[src/rtl/kronos_spsram_responder_pkg.sv]
// Shared types for the Kronos single-port SRAM responder: FSM encoding,
// latched transaction record and the address range helper.
package kronos_spsram_responder_pkg;

  localparam int WAIT_W = 4;

  typedef enum logic [1:0] {
    ST_IDLE    = 2'd0,
    ST_WAIT    = 2'd1,
    ST_ACCESS  = 2'd2,
    ST_RESPOND = 2'd3
  } rsp_state_e;

  typedef enum logic {
    SRC_INSTR = 1'b0,
    SRC_DATA  = 1'b1
  } rsp_src_e;

  typedef struct packed {
    rsp_src_e    src;
    logic        we;
    logic        oor;
    logic [3:0]  mask;
    logic [31:0] wdata;
  } rsp_txn_t;

  // True when the word index addr[31:2] falls outside a 2**memsize word memory.
  function automatic logic addr_out_of_range(input logic [31:0] addr, input int memsize);
    return (addr >> (memsize + 2)) != 32'd0;
  endfunction

endpackage

[src/rtl/kronos_spsram_responder_if.sv]
// Core-side request/grant ports plus SRAM-side port of the responder.
// slave = responder view, master = core + memory view.
interface kronos_spsram_responder_if #(
  parameter int MEMSIZE = 11
);
  logic [31:0]        instr_addr;
  logic               instr_req;
  logic [31:0]        instr_data;
  logic               instr_gnt;

  logic [31:0]        data_addr;
  logic [31:0]        data_wr_data;
  logic [3:0]         data_wr_mask;
  logic               data_rd_req;
  logic               data_wr_req;
  logic [31:0]        data_rd_data;
  logic               data_gnt;

  logic [MEMSIZE-1:0] mem_addr;
  logic [31:0]        mem_wdata;
  logic [3:0]         mem_wmask;
  logic               mem_en;
  logic               mem_wren;
  logic [31:0]        mem_rdata;

  logic               bus_err;

  modport slave (
    input  instr_addr, instr_req,
    input  data_addr, data_wr_data, data_wr_mask, data_rd_req, data_wr_req,
    input  mem_rdata,
    output instr_data, instr_gnt,
    output data_rd_data, data_gnt,
    output mem_addr, mem_wdata, mem_wmask, mem_en, mem_wren,
    output bus_err
  );

  modport master (
    output instr_addr, instr_req,
    output data_addr, data_wr_data, data_wr_mask, data_rd_req, data_wr_req,
    output mem_rdata,
    input  instr_data, instr_gnt,
    input  data_rd_data, data_gnt,
    input  mem_addr, mem_wdata, mem_wmask, mem_en, mem_wren,
    input  bus_err
  );

endinterface

[src/rtl/kronos_spsram_responder.sv]
// Serves the Kronos instruction and data ports from one single-port SRAM,
// data port first, with fixed latency, optional wait states and range check.
//
// state   | meaning
// IDLE    | sample requests, latch winning transaction
// WAIT    | burn WAIT_STATES cycles before the SRAM access
// ACCESS  | SRAM enable/write driven from latched transaction
// RESPOND | one-cycle grant to latched port, read data passed through
module kronos_spsram_responder
  import kronos_spsram_responder_pkg::*;
#(
  parameter int MEMSIZE     = 11,
  parameter int WAIT_STATES = 0
) (
  input  logic                            clk,
  input  logic                            rstz,
  kronos_spsram_responder_if.slave        bus
);

  localparam logic [WAIT_W-1:0] WAIT_LOAD =
    (WAIT_STATES > 0) ? WAIT_W'(WAIT_STATES - 1) : '0;

  rsp_state_e         state_q, state_d;
  logic [WAIT_W-1:0]  cnt_q, cnt_d;
  logic [MEMSIZE-1:0] addr_q, addr_d;
  rsp_txn_t           txn_q, txn_d;

  logic               mem_en_q, mem_en_d;
  logic               mem_wren_q, mem_wren_d;
  logic [MEMSIZE-1:0] mem_addr_q, mem_addr_d;
  logic [31:0]        mem_wdata_q, mem_wdata_d;
  logic [3:0]         mem_wmask_q, mem_wmask_d;
  logic               instr_gnt_q, instr_gnt_d;
  logic               data_gnt_q, data_gnt_d;
  logic               bus_err_q, bus_err_d;

  logic               accept;
  logic [31:0]        sel_addr;
  rsp_txn_t           sel_txn;
  logic               rd_ok;
  logic               unused_addr_lsb;

  // Arbitration: store, then load, then fetch.
  always_comb begin
    accept        = 1'b0;
    sel_addr      = bus.instr_addr;
    sel_txn       = '0;
    sel_txn.src   = SRC_INSTR;
    if (bus.data_wr_req) begin
      accept        = 1'b1;
      sel_addr      = bus.data_addr;
      sel_txn.src   = SRC_DATA;
      sel_txn.we    = 1'b1;
      sel_txn.mask  = bus.data_wr_mask;
      sel_txn.wdata = bus.data_wr_data;
    end else if (bus.data_rd_req) begin
      accept        = 1'b1;
      sel_addr      = bus.data_addr;
      sel_txn.src   = SRC_DATA;
    end else if (bus.instr_req) begin
      accept        = 1'b1;
    end
    sel_txn.oor = addr_out_of_range(sel_addr, MEMSIZE);
  end

  assign unused_addr_lsb = ^sel_addr[1:0];

  always_comb begin
    state_d = state_q;
    cnt_d   = cnt_q;
    addr_d  = addr_q;
    txn_d   = txn_q;
    case (state_q)
      ST_IDLE: begin
        if (accept) begin
          addr_d = sel_addr[MEMSIZE+1:2];
          txn_d  = sel_txn;
          if (WAIT_STATES > 0) begin
            state_d = ST_WAIT;
            cnt_d   = WAIT_LOAD;
          end else begin
            state_d = ST_ACCESS;
          end
        end
      end
      ST_WAIT: begin
        if (cnt_q == '0) begin
          state_d = ST_ACCESS;
        end else begin
          cnt_d = cnt_q - 1'b1;
        end
      end
      ST_ACCESS:  state_d = ST_RESPOND;
      ST_RESPOND: state_d = ST_IDLE;
      default:    state_d = ST_IDLE;
    endcase
  end

  // Outputs are registered from the next state so they line up with it.
  always_comb begin
    mem_en_d    = 1'b0;
    mem_wren_d  = 1'b0;
    mem_addr_d  = mem_addr_q;
    mem_wdata_d = mem_wdata_q;
    mem_wmask_d = mem_wmask_q;
    instr_gnt_d = 1'b0;
    data_gnt_d  = 1'b0;
    bus_err_d   = bus_err_q;
    if (state_d == ST_ACCESS && !txn_d.oor) begin
      mem_en_d    = 1'b1;
      mem_wren_d  = txn_d.we;
      mem_addr_d  = addr_d;
      mem_wdata_d = txn_d.wdata;
      mem_wmask_d = txn_d.mask;
    end
    if (state_d == ST_RESPOND) begin
      instr_gnt_d = (txn_q.src == SRC_INSTR);
      data_gnt_d  = (txn_q.src == SRC_DATA);
      bus_err_d   = bus_err_q | txn_q.oor;
    end
  end

  always_ff @(posedge clk or negedge rstz) begin
    if (!rstz) begin
      state_q     <= ST_IDLE;
      cnt_q       <= '0;
      addr_q      <= '0;
      txn_q       <= '0;
      mem_en_q    <= 1'b0;
      mem_wren_q  <= 1'b0;
      mem_addr_q  <= '0;
      mem_wdata_q <= '0;
      mem_wmask_q <= '0;
      instr_gnt_q <= 1'b0;
      data_gnt_q  <= 1'b0;
      bus_err_q   <= 1'b0;
    end else begin
      state_q     <= state_d;
      cnt_q       <= cnt_d;
      addr_q      <= addr_d;
      txn_q       <= txn_d;
      mem_en_q    <= mem_en_d;
      mem_wren_q  <= mem_wren_d;
      mem_addr_q  <= mem_addr_d;
      mem_wdata_q <= mem_wdata_d;
      mem_wmask_q <= mem_wmask_d;
      instr_gnt_q <= instr_gnt_d;
      data_gnt_q  <= data_gnt_d;
      bus_err_q   <= bus_err_d;
    end
  end

  // SRAM read data is only meaningful for an in-range load/fetch being granted.
  assign rd_ok = (state_q == ST_RESPOND) && !txn_q.we && !txn_q.oor;

  assign bus.instr_data   = (rd_ok && txn_q.src == SRC_INSTR) ? bus.mem_rdata : '0;
  assign bus.data_rd_data = (rd_ok && txn_q.src == SRC_DATA)  ? bus.mem_rdata : '0;
  assign bus.instr_gnt    = instr_gnt_q;
  assign bus.data_gnt     = data_gnt_q;
  assign bus.mem_en       = mem_en_q;
  assign bus.mem_wren     = mem_wren_q;
  assign bus.mem_addr     = mem_addr_q;
  assign bus.mem_wdata    = mem_wdata_q;
  assign bus.mem_wmask    = mem_wmask_q;
  assign bus.bus_err      = bus_err_q;

endmodule

[src/flat_wrapper.sv]
// flat-port wrapper written by rule: the top's interface ports become plain ports
module kronos_spsram_responder_flat import kronos_spsram_responder_pkg::*;
#(
  parameter int MEMSIZE     = 11,
  parameter int WAIT_STATES = 0
)
  (clk, rstz, bus_instr_addr, bus_instr_req, bus_data_addr, bus_data_wr_data, bus_data_wr_mask, bus_data_rd_req, bus_data_wr_req, bus_mem_rdata, bus_instr_data, bus_instr_gnt, bus_data_rd_data, bus_data_gnt, bus_mem_addr, bus_mem_wdata, bus_mem_wmask, bus_mem_en, bus_mem_wren, bus_bus_err);
  kronos_spsram_responder_if #(.MEMSIZE(MEMSIZE)) bus_i ();
  input  logic clk;
  input  logic rstz;
  input wire logic [$bits(bus_i.instr_addr)-1:0] bus_instr_addr;
  input wire logic [$bits(bus_i.instr_req)-1:0] bus_instr_req;
  input wire logic [$bits(bus_i.data_addr)-1:0] bus_data_addr;
  input wire logic [$bits(bus_i.data_wr_data)-1:0] bus_data_wr_data;
  input wire logic [$bits(bus_i.data_wr_mask)-1:0] bus_data_wr_mask;
  input wire logic [$bits(bus_i.data_rd_req)-1:0] bus_data_rd_req;
  input wire logic [$bits(bus_i.data_wr_req)-1:0] bus_data_wr_req;
  input wire logic [$bits(bus_i.mem_rdata)-1:0] bus_mem_rdata;
  output wire logic [$bits(bus_i.instr_data)-1:0] bus_instr_data;
  output wire logic [$bits(bus_i.instr_gnt)-1:0] bus_instr_gnt;
  output wire logic [$bits(bus_i.data_rd_data)-1:0] bus_data_rd_data;
  output wire logic [$bits(bus_i.data_gnt)-1:0] bus_data_gnt;
  output wire logic [$bits(bus_i.mem_addr)-1:0] bus_mem_addr;
  output wire logic [$bits(bus_i.mem_wdata)-1:0] bus_mem_wdata;
  output wire logic [$bits(bus_i.mem_wmask)-1:0] bus_mem_wmask;
  output wire logic [$bits(bus_i.mem_en)-1:0] bus_mem_en;
  output wire logic [$bits(bus_i.mem_wren)-1:0] bus_mem_wren;
  output wire logic [$bits(bus_i.bus_err)-1:0] bus_bus_err;
  assign bus_i.instr_addr = bus_instr_addr;
  assign bus_i.instr_req = bus_instr_req;
  assign bus_i.data_addr = bus_data_addr;
  assign bus_i.data_wr_data = bus_data_wr_data;
  assign bus_i.data_wr_mask = bus_data_wr_mask;
  assign bus_i.data_rd_req = bus_data_rd_req;
  assign bus_i.data_wr_req = bus_data_wr_req;
  assign bus_i.mem_rdata = bus_mem_rdata;
  assign bus_instr_data = bus_i.instr_data;
  assign bus_instr_gnt = bus_i.instr_gnt;
  assign bus_data_rd_data = bus_i.data_rd_data;
  assign bus_data_gnt = bus_i.data_gnt;
  assign bus_mem_addr = bus_i.mem_addr;
  assign bus_mem_wdata = bus_i.mem_wdata;
  assign bus_mem_wmask = bus_i.mem_wmask;
  assign bus_mem_en = bus_i.mem_en;
  assign bus_mem_wren = bus_i.mem_wren;
  assign bus_bus_err = bus_i.bus_err;
  kronos_spsram_responder #(.MEMSIZE(MEMSIZE), .WAIT_STATES(WAIT_STATES)) u_core (.clk(clk), .rstz(rstz), .bus(bus_i));
endmodule
[config.mk]
export PLATFORM = sky130hd
export DESIGN_NAME = kronos_spsram_responder_flat
export DESIGN_NICKNAME = d
export VERILOG_FILES = /design/src/rtl/kronos_spsram_responder_pkg.sv /design/src/rtl/kronos_spsram_responder_if.sv /design/src/rtl/kronos_spsram_responder.sv /design/src/flat_wrapper.sv
export SDC_FILE = /design/constraint.sdc
export NUM_CORES = 1
export LEC_CHECK = 0
export ABC_AREA = 0
export CORE_MARGIN = 3
export CORE_UTILIZATION = 30
export DETAILED_ROUTE_END_ITERATION = 8
export PLACE_DENSITY_LB_ADDON = 0.12
export SYNTH_ARGS = -nofsm -noshare
export SYNTH_HDL_FRONTEND = slang
export SYNTH_SLANG_ARGS = --single-unit
[constraint.sdc]
create_clock -name clk -period 3.45 [get_ports clk]
set_input_delay 0.69 -clock clk [delete_from_list [all_inputs] [get_ports clk]]
set_output_delay 0.69 -clock clk [all_outputs]
set_load 0.01 [all_outputs]
==> metrics <==
ANT cells=0; post-CTS resize count=0; Worst Path Max Fanout=32; Initial Util=31.3%; Final Max Tran Viols=0; GRT Total Usage=16.2%; Setup crit end kind=primary output; Critical Path AT=2.16 ns; worst slack, placed=0.444 ns; count of TritonRoute iterations in the first routing pass=4; initial DRC count=99; placed wire-length estimate=10600 um; max cap viols=0; Max Freq=0.351 GHz; FF-to-FF setup slack=1.30 ns; fraction of layout cells with a size suffix above 1=13.0%; actual slew at the worst max-slew pin=0.907 ns; die width=131 um; clk sink count=108; hold_buf cts=0; final WL=14000 um; Mapped Area=4660 sq um; Layout area overhead=64.8%; relative slew slack=39.5%; Final min period=2.85 ns; CTS tree=yes; Worst Setup Slack, final=0.605 ns; die area=17100 sq um; DRC violations left=0; filler cell count=1285; #FFs+latches synth=108; Final #Nets=749; Synth Flop Type=dfrtp_1; Crit Path Class=reg -> out; final core utilization=51.7%; Sequential Area=2700 sq um; Worst-Skew Late Latency=0.35 ns; vias in the first global route=3930; P_leak=3.36 nW; largest net degree at the start of global routing=56; PortBufs=248; FP Rows=44; first-pass GRT wire length=21500 um; final setup TNS=0 ns; Peak supply drop=0.239 mV; Startpoint Class=flop; Gate Count Post-Synth=365; Placed Cells incl. Taps=784; total number of yosys warnings=0; CTS clk-pin slew, worst paths=0.07 ns; Final GP Congestion=0.767; via count=3741; Post-Synthesis Net Count=503; FFs w/ async S/R, synth=100%; status=finished, final reports clean; non-filler cells in the finished layout=800; Overflow after GRT=0; Post-synth EDFFs=0; Critical Path RT=2.76 ns; CTS Root Buffer Type=clkbuf_16; syn_area_per_cell=12.8 sq um; PwrDens=447 nW/um^2; H-tree Lvls=3; WL/cell=17.5 um; Tcrit/Tclk final=82.5%; HP Class=in -> async; detailed-route vias per instance=4.68; core area=14900 sq um; RSZ-0062 raised after global routing=false; Setup violations, final=0; cts bufs inserted=9; Multi-input gate area=1830 sq um; DIE HEIGHT=131 um; initial antenna violation count=0; final hold vios=0; Power Total=3.44 mW; Unique masters post-synth=35; io pins=253; Max Root-Sink Buffers=2; clk_skew=0.00831 ns; setup bufs post-CTS=0; ANT nets after route=0; Seq/Total Area, Yosys=58.0%
-- cell usage after synthesis, drive strengths merged (2+ instances only) --
master  instances  area share (%)
dfrtp         108              58
and2           67             9.0
mux2           47              12
a22o           37             7.0
nand2          14             1.1
clkbuf         12            0.97
o21ai          12             1.4
buf            11             1.9
mux2i          11             2.4
nor4           10             1.3
nor2            6            0.54
nor3            6            0.64
inv             4            0.32
nand4           3            0.40
xnor2           3            0.56
nand2b          2            0.27
-- critical path: stages, from the launching register on --
cell and delay, ns:
dfrtp_1 0.45, nand2_1 0.15, nor4_2 0.16, buf_4 0.31
and2_1 0.16, clkdlybuf4s50_1 0.57
-- flip-flops by register name, summed over array words and instances, names as in the netlist --
name and count:
u_core.bus.mem_wren 1, u_core.txn_q 39, u_core.bus.mem_addr 11, u_core.addr_q 11, u_core.bus.instr_gnt 1, u_core.bus.mem_en 1, u_core.bus.mem_wmask 4, u_core.state_q 2
u_core.bus.data_gnt 1, u_core.bus.mem_wdata 32, u_core.bus.bus_err 1, u_core.cnt_q 4
-- through the flow --
stage               cell area [sq um]  hold WS, ns
detailed placement               7370        0.475
global placement                 7370        0.464
floorplan                        4660        0.394
CTS                              7680        0.401
global route                     7680        0.441
finish                           7680        0.389
-- kinds of logic after synthesis --
group	count (synthesis)	share of synthesized area (%)
AOI/OAI and AO/OA	55	9.37
xor gates and xnor gates	3	0.564
adders and majority gates	1	0.268
buffers and inverters	27	3.14
DFF	108	58.0
muxes	58	14.5
and+or+nand+nor	113	14.1
-- final cells by class --
class | instances | area share, %
Sequential cell | 108 | 35.2
Timing Repair Buffer | 258 | 33.8
Multi-Input combinational cell | 230 | 23.8
Tap cell | 184 | 3.00
Clock buffer | 9 | 2.93
Clock inverter | 7 | 1.08
Inverter | 4 | 0.196
-- path summary, 6_finish.rpt --
path                                             start                                   end  cells after the start
min reg2reg                 u_core.addr_q[8]$_DFF_PN0_            u_core.addr_q[8]$_DFF_PN0_                      2
max reg2reg                u_core.state_q[1]$_DFF_PN0_  u_core.bus.mem_wdata[16]$_DFFE_PN0P_                      5
max in group asynchronous                         rstz   u_core.bus.mem_wmask[3]$_DFFE_PN0P_                      2
max                        u_core.state_q[0]$_DFF_PN0_                    bus_instr_data[31]                      5
min                                               rstz            u_core.txn_q[20]$_DFF_PN0_                      1
min in group clk            u_core.addr_q[8]$_DFF_PN0_            u_core.addr_q[8]$_DFF_PN0_                      2
-- cells in the final DEF (no fill, tap or decap), drive strengths merged, types with 6 or more instances in the layout --
| cell | Yosys | layout |
|---|---|---|
| dfrtp | 108 | 108 |
| nand2 | 14 | 14 |
| clkdlybuf4s50 | 0 | 247 |
| o21ai | 12 | 12 |
| nor3 | 6 | 6 |
| clkbuf | 12 | 9 |
| buf | 11 | 11 |
| mux2i | 11 | 11 |
| a22o | 37 | 37 |
| and2 | 67 | 67 |
| inv | 4 | 6 |
| mux2 | 47 | 47 |
| nor4 | 10 | 10 |
| nor2 | 6 | 6 |
-- metal layers --
| metal | global-route usage (%) | vias to the layer above | part of all wire (%) |
|---|---|---|---|
| met4 | 4.90 | 0 | 1.1 |
| li1 | - | 1778 | - |
| met2 | 29.0 | 155 | 51 |
| met3 | 5.16 | 10 | 9.6 |
| met5 | 0 | - | 0 |
| met1 | 18.5 | 1798 | 38 |
-- power breakdown --
| group | internal (mW) | leakage (nW) | total, mW | switching [mW] |
|---|---|---|---|---|
| logic | 0.395 | 1.78 | 0.765 | 0.370 |
| clock network | 0.573 | 0.144 | 1.06 | 0.482 |
| registers | 1.52 | 1.43 | 1.62 | 0.0992 |
Power figures use the tool's default switching activity.
